<file path="config.mk">
export PLATFORM = sky130hd
export DESIGN_NAME = operand_forward_unit
export DESIGN_NICKNAME = d
export VERILOG_FILES = /design/src/rtl/operand_forward_unit.sv
export SDC_FILE = /design/constraint.sdc
export NUM_CORES = 1
export LEC_CHECK = 0
export CAP_MARGIN = 20
export CORE_ASPECT_RATIO = 0.75
export CORE_MARGIN = 2
export CORE_UTILIZATION = 30
export DETAILED_ROUTE_END_ITERATION = 8
export HOLD_SLACK_MARGIN = 0.02
export PLACE_DENSITY = 0.6
export SLEW_MARGIN = 30
export SYNTH_ARGS = -nofsm -noshare
export SYNTH_HDL_FRONTEND = slang
export SYNTH_SLANG_ARGS = --single-unit
export TNS_END_PERCENT = 5
</file>
<file path="constraint.sdc">
create_clock -name clk -period 2.3 [get_ports clk]
set_input_delay 0.46 -clock clk [delete_from_list [all_inputs] [get_ports clk]]
set_output_delay 0.46 -clock clk [all_outputs]
set_load 0.005 [all_outputs]
</file>
<file path="src/rtl/operand_forward_unit.sv">
// Operand select and bypass for the issue stage: tracks two in-flight destination tags,
// forwards mem/wb results, and refuses issue for one cycle on a load-use hazard.
module operand_forward_unit #(
    parameter int DATA_W = 32,
    parameter int REG_W  = 4,
    parameter int CNT_W  = 16
) (
    input  logic              clk,
    input  logic              rst,
    input  logic              issue_valid,
    input  logic [REG_W-1:0]  rs1,
    input  logic [REG_W-1:0]  rs2,
    input  logic [REG_W-1:0]  rd,
    input  logic              rd_we,
    input  logic              is_load,
    input  logic              use_pc,
    input  logic              use_imm,
    input  logic [DATA_W-1:0] rd1,
    input  logic [DATA_W-1:0] rd2,
    input  logic [DATA_W-1:0] imm,
    input  logic [DATA_W-1:0] pc,
    input  logic [DATA_W-1:0] mem_result,
    input  logic [DATA_W-1:0] wb_result,
    input  logic              flush,
    output logic [DATA_W-1:0] op1,
    output logic [DATA_W-1:0] op2,
    output logic              op_valid,
    output logic              stall,
    output logic [CNT_W-1:0]  stall_cnt
);

    typedef struct packed {
        logic [REG_W-1:0] rd;
        logic             we;
        logic             ld;
    } tag_t;

    tag_t s1, s2;

    logic              m1_s1, m1_s2, m2_s1, m2_s2;
    logic              accept;
    logic [DATA_W-1:0] fwd1, fwd2, sel1, sel2;

    always_comb begin
        m1_s1 = s1.we && (s1.rd == rs1) && (rs1 != '0);
        m1_s2 = s2.we && (s2.rd == rs1) && (rs1 != '0);
        m2_s1 = s1.we && (s1.rd == rs2) && (rs2 != '0);
        m2_s2 = s2.we && (s2.rd == rs2) && (rs2 != '0);

        // A load in S1 has no data yet; once it reaches S2 its value is on wb_result.
        stall  = !rst && issue_valid && !flush && s1.ld &&
                 ((!use_pc && m1_s1) || (!use_imm && m2_s1));
        accept = issue_valid && !stall && !flush;

        fwd1 = rd1;
        if (m1_s1 && !s1.ld) fwd1 = mem_result;
        else if (m1_s2)      fwd1 = wb_result;

        fwd2 = rd2;
        if (m2_s1 && !s1.ld) fwd2 = mem_result;
        else if (m2_s2)      fwd2 = wb_result;

        sel1 = use_pc  ? pc  : fwd1;
        sel2 = use_imm ? imm : fwd2;
    end

    always_ff @(posedge clk) begin
        if (rst) begin
            s1        <= '0;
            s2        <= '0;
            op1       <= '0;
            op2       <= '0;
            op_valid  <= 1'b0;
            stall_cnt <= '0;
        end else if (flush) begin
            s1       <= '0;
            s2       <= '0;
            op_valid <= 1'b0;
        end else begin
            s2       <= s1;
            s1       <= accept ? tag_t'{rd: rd, we: rd_we, ld: is_load} : tag_t'('0);
            op_valid <= accept;
            if (accept) begin
                op1 <= sel1;
                op2 <= sel2;
            end
            if (stall && (stall_cnt != '1))
                stall_cnt <= stall_cnt + CNT_W'(1);
        end
    end

endmodule

</file>
==> reports/metrics.cfg <==
[placement]
dp_slack_ns = -0.6633
io_buffers = 293
dp_hpwl_um = 22080
finalWeightedCongestion = 0.9574

[floorplanning]
core-area_sq_mm = 0.02010
die_area_sq_mm = 0.02155
die_w_um = 168.9
start_util = 0.3042
io_pins = 294
rows = 45
die_y_um = 127.6

[routing]
drtIter0Drc = 783
routedWlPerCell_um = 23.79
dr.pass1.iters = 5
postRouteAntennaNets = 0
wirelength_um = 31760
viasPerCell = 5.785
drc_errors = 0
vias = 7723

[power]
p_comb_frac = 0.275
p_switching_w = 0.001398
internal_power_w = 0.003154
power_density_mw_per_mm2 = 434.2
clkPwrFrac = 0.347
leakage_nw = 3.488
p_seq_frac = 0.378
ir_worst_vdd_v = 0.0003034
switching_share = 0.3071

[grt]
overflow = 0
grt_pass1_vias = 7388
track_usage = 0.2753
grt_max_degree = 65
antenna_found_initial = 1
grt_pass1_wl_um = 45420

[sta]
skew_ns = 0.009470
fin_crit_ns = 2.276
timing.fmax_mhz = 439.3
min_period_over_period = 0.9896
hold_violations = 0
rsz0062_at_grt = yes
setup_slack_ns = 0.02381
slew_viol_final = 0
worstMarginPinSlew_ns = 0.8217
setup_viol = 0
slew_headroom = 0.4522

[cts]
path_clk_slew_ns = 0.09
clock-sinks = 92
cts_buffers = 9
worstSkewPairLatency_ns = 0.36
cts_htree_levels = 3
postCtsHoldBufs = 0
cts_root_buf = clkbuf_16
clk_path_buf_depth = 2
cts_tree = built

[flow_run]
cap_violations = 0

[worst_setup_path]
path_cells = buf_4 -> xnor2_4 -> nand4_4 -> buf_6 -> or2_4 -> buf_12 -> buf_4 -> a311oi_1 -> a21oi_1 -> a211oi_1
slowest_stage = a311oi_1
arrival_ns = 2.55
cp.required_ns = 2.57
crit_top_cell = buf_4
cpPeakStageDelay_ns = 0.35
path_class = register to register
cp-end-kind = register
worstSetupStartpointType = register
worstPathMaxFanout = 17

[synth]
syn_area_per_cell_sq_um = 7.983
ys_seq_area_frac = 0.3012
synth_edf_count = 0
synth_area_sq_mm = 0.006115
syn_inst = 766
ys.flop_type = dfxtp_1
ys_ff_latch = 92
synth_fp_nets = 979
synth_cell_types = 41
synthArstFlopShare = 0
yosys_warnings = 0

[cells_and_area]
drive_gt1_frac = 0.2054
nets = 1284
final_core_util = 0.5216
syn_to_final_growth_pct = 71.45

[outcome]
outcome = complete, no violations

[min_path]
min_path_type = register to register

-- placed cells by master (no fill, tap or decap), types with 5 or more instances in the layout --
cell type / count
clkdlybuf4s50_1: 281
xor2_1: 8
buf_4: 68
a311oi_1: 28
inv_1: 6
nand2_1: 71
o21ai_1: 7
clkbuf_16: 12
o21ai_0: 69
nand4_1: 34
or3_1: 12
nor3_1: 32
dfxtp_1: 87
a21oi_1: 109
nor2_1: 5
o211ai_1: 34
o211ai_2: 30
buf_12: 15
a311oi_2: 36
nand3_1: 7
buf_6: 9
a211oi_1: 29
and2_1: 13
-- synth_stat cells (all sizes together), types with 3 or more instances --
master | n | area [sq um]
xnor2 | 6 | 52.55
inv | 8 | 30.03
a211oi | 31 | 232.7
buf | 30 | 172.7
o31ai | 3 | 22.52
and2 | 14 | 87.58
o21ai | 78 | 390.4
a21oi | 109 | 545.5
or3 | 12 | 75.07
nand4 | 35 | 225.2
or4 | 8 | 60.06
nor3 | 34 | 175.2
clkbuf | 63 | 236.5
dfxtp | 92 | 1842
nand2 | 71 | 266.5
nand3 | 8 | 40.04
and3 | 4 | 25.02
o2111ai | 3 | 26.28
nor2 | 5 | 18.77
a311oi | 64 | 748.2
o211ai | 65 | 643.1
xor2 | 8 | 70.07
nand2b | 4 | 25.02
-- registers in the layout, indices dropped and copies added, names as in the netlist --
name,flops
op1,32
op2,32
op_valid,1
s1,6
s2,5
stall_cnt,16
-- layer usage --
| metal | share of wire | global-route usage | vias to the layer above |
|---|---|---|---|
| met3 | 0.10 | 0.08395 | 31 |
| li1 | - | - | 3587 |
| met5 | 0.00016 | 0 | - |
| met2 | 0.44 | 0.4351 | 403 |
| met4 | 0.015 | 0.06389 | 2 |
| met1 | 0.44 | 0.3689 | 3700 |
-- final cells by class --
class / count / area, sq um
Antenna cell: 1 / 2.502
Fill cell: 1917 / 9617
Multi-Input combinational cell: 573 / 4084
Clock inverter: 7 / 78.83
Sequential cell: 92 / 1853
Clock buffer: 9 / 225.2
Inverter: 8 / 30.03
Tap cell: 258 / 322.8
Timing Repair Buffer: 387 / 3887
-- power by group through the flow --
stage               clock network, W  logic (W)  registers [W]
global route                 0.00167    0.00133        0.00173
floorplan                          0   0.000421        0.00176
finish                       0.00158    0.00125        0.00172
detailed placement                 0    0.00120        0.00175
CTS                          0.00161    0.00123        0.00172
global placement                   0    0.00120        0.00176
-- stage by stage --
step	cells	hold slack, ns	setup TNS, ns	area [sq um]	total power, W
2_1_floorplan	766	0.4753	0	6115	0.002176
3_3_place_gp	1303	0.4847	-38.82	9771	0.002960
5_1_grt	1335	0.5284	-0.1870	10480	0.004725
6_report	1335	0.5049	0	10480	0.004552
3_5_place_dp	1303	0.4943	-42.19	9771	0.002959
4_1_cts	1329	0.5065	0	10270	0.004559
-- worst paths after layout --
check                                to  slack [ns]                        from  cells past startpoint
min          stall_cnt[10]$_SDFFE_PP0P_        0.50  stall_cnt[10]$_SDFFE_PP0P_                      2
min reg2reg  stall_cnt[10]$_SDFFE_PP0P_        0.50  stall_cnt[10]$_SDFFE_PP0P_                      2
max reg2reg        op2[28]$_SDFFE_PP0P_        0.02            s1[4]$_SDFF_PP0_                     10
max                op2[28]$_SDFFE_PP0P_        0.02            s1[4]$_SDFF_PP0_                     10
-- cell families after synthesis --
| family | after synthesis | synth area share |
|---|---|---|
| XOR/XNOR | 14 | 0.02005 |
| multiplexers | 1 | 0.001637 |
| AO/OA/AOI/OAI | 355 | 0.4309 |
| AND/OR/NAND/NOR | 202 | 0.1723 |
| adder cells (fa/ha/maj) | 1 | 0.002046 |
| flip-flops | 92 | 0.3012 |
| buffers and inverters | 101 | 0.07182 |
-- worst max-delay path, delay by kind of cell (launching register included) --
kind,cells,cell delay [ns]
xor gates and xnor gates,1,0.15
and+or+nand+nor,2,0.39
DFF,1,0.34
buffers and inverters,4,0.63
AOI/OAI and AO/OA,3,0.67
-- timing repair --
item | CTS | global route
setup buffers | 11 | 3
pin swaps | 9 | 16
gates cloned | 0 | 4
setup endpoints to repair | 72 | 66
resized for setup | 46 | 35
Note: power is estimated with default switching activity, not from simulation.
